`src/rtl/plic_target_core.sv`:
```
// PLIC per-target core: pending latches, priority resolver and claim/complete.
// Drives gateway ready so a source re-arms only after its completion.
module plic_target_core #(
  parameter int NUM_SOURCES    = 8,
  parameter int PRIORITY_WIDTH = 3,
  parameter int ID_WIDTH       = 4
) (
  input  logic                                  clk_i,
  input  logic                                  rst_i,
  input  logic [NUM_SOURCES-1:0]                interrupt_source_request_i,
  output logic [NUM_SOURCES-1:0]                interrupt_target_ready_o,
  input  logic [NUM_SOURCES*PRIORITY_WIDTH-1:0] source_priority_i,
  input  logic [NUM_SOURCES-1:0]                source_enable_i,
  input  logic [PRIORITY_WIDTH-1:0]             target_threshold_i,
  input  logic                                  claim_i,
  output logic [ID_WIDTH-1:0]                   claim_id_o,
  output logic                                  claim_valid_o,
  input  logic                                  complete_i,
  input  logic [ID_WIDTH-1:0]                   complete_id_i,
  output logic [NUM_SOURCES-1:0]                pending_o,
  output logic                                  interrupt_notification_o
);

  typedef enum logic [1:0] {
    S_IDLE,
    S_PEND,
    S_SERV
  } src_state_e;

  src_state_e state_q [NUM_SOURCES];

  logic [ID_WIDTH-1:0]       best_id_q;
  logic [PRIORITY_WIDTH-1:0] best_prio_q;
  logic [ID_WIDTH-1:0]       best_id_c;
  logic [PRIORITY_WIDTH-1:0] best_prio_c;

  always_comb begin
    for (int k = 0; k < NUM_SOURCES; k++) begin
      pending_o[k]                = (state_q[k] == S_PEND);
      interrupt_target_ready_o[k] = (state_q[k] == S_IDLE);
    end
  end

  // Strict compare while scanning upward keeps the lowest ID on ties.
  always_comb begin
    best_id_c   = '0;
    best_prio_c = '0;
    for (int k = 0; k < NUM_SOURCES; k++) begin
      if (state_q[k] == S_PEND && source_enable_i[k] &&
          source_priority_i[k*PRIORITY_WIDTH +: PRIORITY_WIDTH]
            > best_prio_c) begin
        best_prio_c =
          source_priority_i[k*PRIORITY_WIDTH +: PRIORITY_WIDTH];
        best_id_c   = ID_WIDTH'(k + 1);
      end
    end
  end

  always_ff @(posedge clk_i) begin
    if (rst_i) begin
      for (int k = 0; k < NUM_SOURCES; k++) begin
        state_q[k] <= S_IDLE;
      end
      best_id_q                <= '0;
      best_prio_q              <= '0;
      claim_id_o               <= '0;
      claim_valid_o            <= 1'b0;
      interrupt_notification_o <= 1'b0;
    end else begin
      for (int k = 0; k < NUM_SOURCES; k++) begin
        unique case (state_q[k])
          S_IDLE: begin
            if (interrupt_source_request_i[k]) begin
              state_q[k] <= S_PEND;
            end
          end
          S_PEND: begin
            if (claim_i && best_id_q == ID_WIDTH'(k + 1)) begin
              state_q[k] <= S_SERV;
            end
          end
          S_SERV: begin
            if (complete_i && complete_id_i == ID_WIDTH'(k + 1)) begin
              state_q[k] <= S_IDLE;
            end
          end
          default: state_q[k] <= S_IDLE;
        endcase
      end

      claim_valid_o <= claim_i;
      if (claim_i) begin
        claim_id_o  <= best_id_q;
        best_id_q   <= '0;
        best_prio_q <= '0;
      end else begin
        best_id_q   <= best_id_c;
        best_prio_q <= best_prio_c;
      end

      interrupt_notification_o <= (best_prio_q > target_threshold_i);
    end
  end

endmodule

```
`config.mk`:
```
export PLATFORM = sky130hd
export DESIGN_NAME = plic_target_core
export DESIGN_NICKNAME = d
export VERILOG_FILES = /design/src/rtl/plic_target_core.sv
export SDC_FILE = /design/constraint.sdc
export NUM_CORES = 1
export LEC_CHECK = 0
export ABC_AREA = 1
export BUFFER_PORTS_ARGS = -buffer_cell sky130_fd_sc_hd__buf_2
export CAP_MARGIN = 20
export CORE_MARGIN = 3
export CORE_UTILIZATION = 53
export CTS_CLUSTER_SIZE = 10
export DETAILED_ROUTE_END_ITERATION = 16
export PLACE_DENSITY = 0.93
export SYNTH_ARGS = -nofsm -noshare
export SYNTH_HDL_FRONTEND = slang
export SYNTH_SLANG_ARGS = --single-unit
```
`constraint.sdc`:
```
create_clock -name clk_i -period 8.5 [get_ports clk_i]
set_clock_uncertainty 0.2 [all_clocks]
set_input_delay 0.425 -clock clk_i [delete_from_list [all_inputs] [get_ports clk_i]]
set_output_delay 0.425 -clock clk_i [all_outputs]
set_load 0.05 [all_outputs]
```
==> impl_metrics.ini <==
[synth]
yosysTopAreaCellShare = 0.193
yosys-top-cells-count = nand2_1, inv_1, nor2_1
ys_seq_area_frac = 0.298
synthCells = 344
ys_dominant_reg_cell = edfxtp_1
syn-num-nets = 411
syn_avg_cell_area_sq_um = 7.22
yosysUniqueCellTypes = 36
synth_top_area_cell = edfxtp_1
yosysWarnings = 0
ys_seq_elements = 29
syn_area_sq_um = 2480
synth_most_common_cell = nand2_1
synth_edf_count = 16
synthArstFlopShare = 0
yosys-top-cells-area = edfxtp_1, dfxtp_1, nand2_1

[sta]
hold_viol = 0
fin_crit_sh = 0.954
drv_slew = 0
setup_viol = 0
setup_ws_ns = 0.390
max_freq_ghz = 0.123
maxSlewHeadroom = 0.717
fin_crit_ns = 8.11
tightest_slew_ns = 0.421

[detailed_routing]
vias = 2564
drc_errors = 0
ant_nets = 0
finalWirelength_mm = 6.33
drtIter0Drc = 182
wl_per_cell_microns = 13.2
firstDrtPassIters = 4
via_per_inst = 5.33

[setup_path]
cp_slowest_cell = edfxtp_1
path_class = reg -> reg
cpMostUsedCell = nand2_2
startpoint_type = flip-flop
arrival_ns = 8.12
cp_max_fo = 7
crit_required_ns = 8.52
cpPeakStageDelay_ns = 0.42
cp-end-kind = flip-flop

[floorplan]
dieArea_sq_um = 5540
core-area_sq_um = 4440
ios = 73
initial_utilization = 0.559
rows = 24
dieHeight_microns = 74.5
die_w_microns = 74.5

[power]
powerDensity_nw_per_um2 = 149
vdd_drop_max_v = 0.0000691
p_leak_nw = 1.65

[cells_and_area]
nFillCells = 348
multi_input_area_sq_um = 1610
n_antenna_cell = 0
drive_gt1_frac = 0.378
area_delta_synth_final_pct = 27.3
layout.nets = 495
regArea_sq_um = 741
fin_util = 0.711

[cts]
cts_buffers = 5
clk_pin_slew_ns = 0.06
clock_latency_ns = 0.29
htree_levels = 2
cts.path.max_buffers = 2
tritoncts = yes
cts_root_buf = clkbuf_8
cts_hold_buf = 0
cts_sinks = 29

[global_route]
grt_usage = 0.215
grt.overflow.total = 0
grt_pass1_vias = 2233
grt_pass1_wl_mm = 9.19
grt_start_max_net_pins = 17
antenna_found_initial = 0

[flow_run]
cap_violations = 0

[placement]
place_ws_ns = 0.254
routabilityCongestion = 0.874
io_buffers = 72
hpwlAfterDp_mm = 4.95

[run_status]
outcome = complete, no violations

[worst_hold_path]
min_path_type = in -> reg
==> sequential cells by signal, summed over array words and instances (netlist names) <==
register / cells
best_prio_q: 3
claim_id_o: 4
best_id_q: 4
interrupt_notification_o: 1
state_q: 16
claim_valid_o: 1
==> what timing repair did <==
action / 4_1_cts / 5_1_grt
endpoints found under the setup margin: 0 / 7
endpoints found under the hold margin: 0 / 0
setup buffers: 0 / 7
resized for setup: 0 / 28
==> worst max-delay path: cells and delay by family (launching register included) <==
kind                     cells  cell delay, ns
AO/OA/AOI/OAI                8            0.75
adder cells (fa/ha/maj)      7            1.96
buffers and inverters        4            0.25
flip-flops                   1            0.42
AND/OR/NAND/NOR             40            4.43
==> cells in the final DEF (no fill, tap or decap), drive strengths merged, types with 2 or more instances in the layout <==
cell	synthesis	routed
nand2	89	89
buf	0	79
inv	61	61
nor2	48	48
nand3	38	38
edfxtp	16	16
ha	16	16
o21ai	15	15
dfxtp	13	13
a21oi	7	7
nand4	6	6
nor4	6	6
clkbuf	2	5
or2	5	5
nor3	5	5
a211oi	3	3
clkinv	1	3
and2	2	2
o211ai	2	2
a31oi	2	2
==> final timing paths <==
kind | startpoint | endpoint | slack [ns] | cells past startpoint
max | state_q[0][1]$_SDFFCE_PP0P_ | best_prio_q[2]$_SDFF_PP0_ | 0.39 | 59
min | source_priority_i[21] | best_prio_q[0]$_SDFF_PP0_ | 0.17 | 3
max reg2reg | state_q[0][1]$_SDFFCE_PP0P_ | best_prio_q[2]$_SDFF_PP0_ | 0.39 | 59
min reg2reg | claim_id_o[3]$_SDFFE_PP0P_ | claim_id_o[3]$_SDFFE_PP0P_ | 0.26 | 2
==> final cells by class <==
class	count	share of cell area
Clock buffer	5	0.0218
Clock inverter	3	0.00554
Inverter	63	0.0791
Multi-Input combinational cell	250	0.508
Sequential cell	29	0.234
Tap cell	52	0.0206
Timing Repair Buffer	79	0.131
==> metrics by stage <==
stage	hold WS (ns)	power (mW)	TNS, ns	instances	cell area [sq um]
3_5_place_dp	0.250	0.344	0	466	2900
3_3_place_gp	0.242	0.336	0	466	2900
2_1_floorplan	0.281	0.300	0	344	2480
6_report	0.168	0.471	0	481	3160
4_1_cts	0.159	0.455	0	474	2990
5_1_grt	0.199	0.495	-0.263	481	3160
==> kinds of logic after synthesis <==
logic type	share of synthesized area
buffers and inverters	0.104
AND/OR/NAND/NOR	0.436
adder cells (fa/ha/maj)	0.0806
flip-flops	0.298
AO/OA/AOI/OAI	0.0816
==> routing by layer <==
metal	global-route usage	share of wire
met1	0.256	0.40
met2	0.384	0.52
met3	0.0378	0.058
met4	0.0791	0.017
met5	0	0
==> where the power goes <==
part	internal, mW	leakage [nW]	switching, mW
sequential	0.159	0.276	0.00645
combinational	0.0667	1.33	0.127
clock	0.0563	0.0439	0.0555
total	0.282	1.65	0.189
No activity file was read; power rests on OpenSTA's default activity.
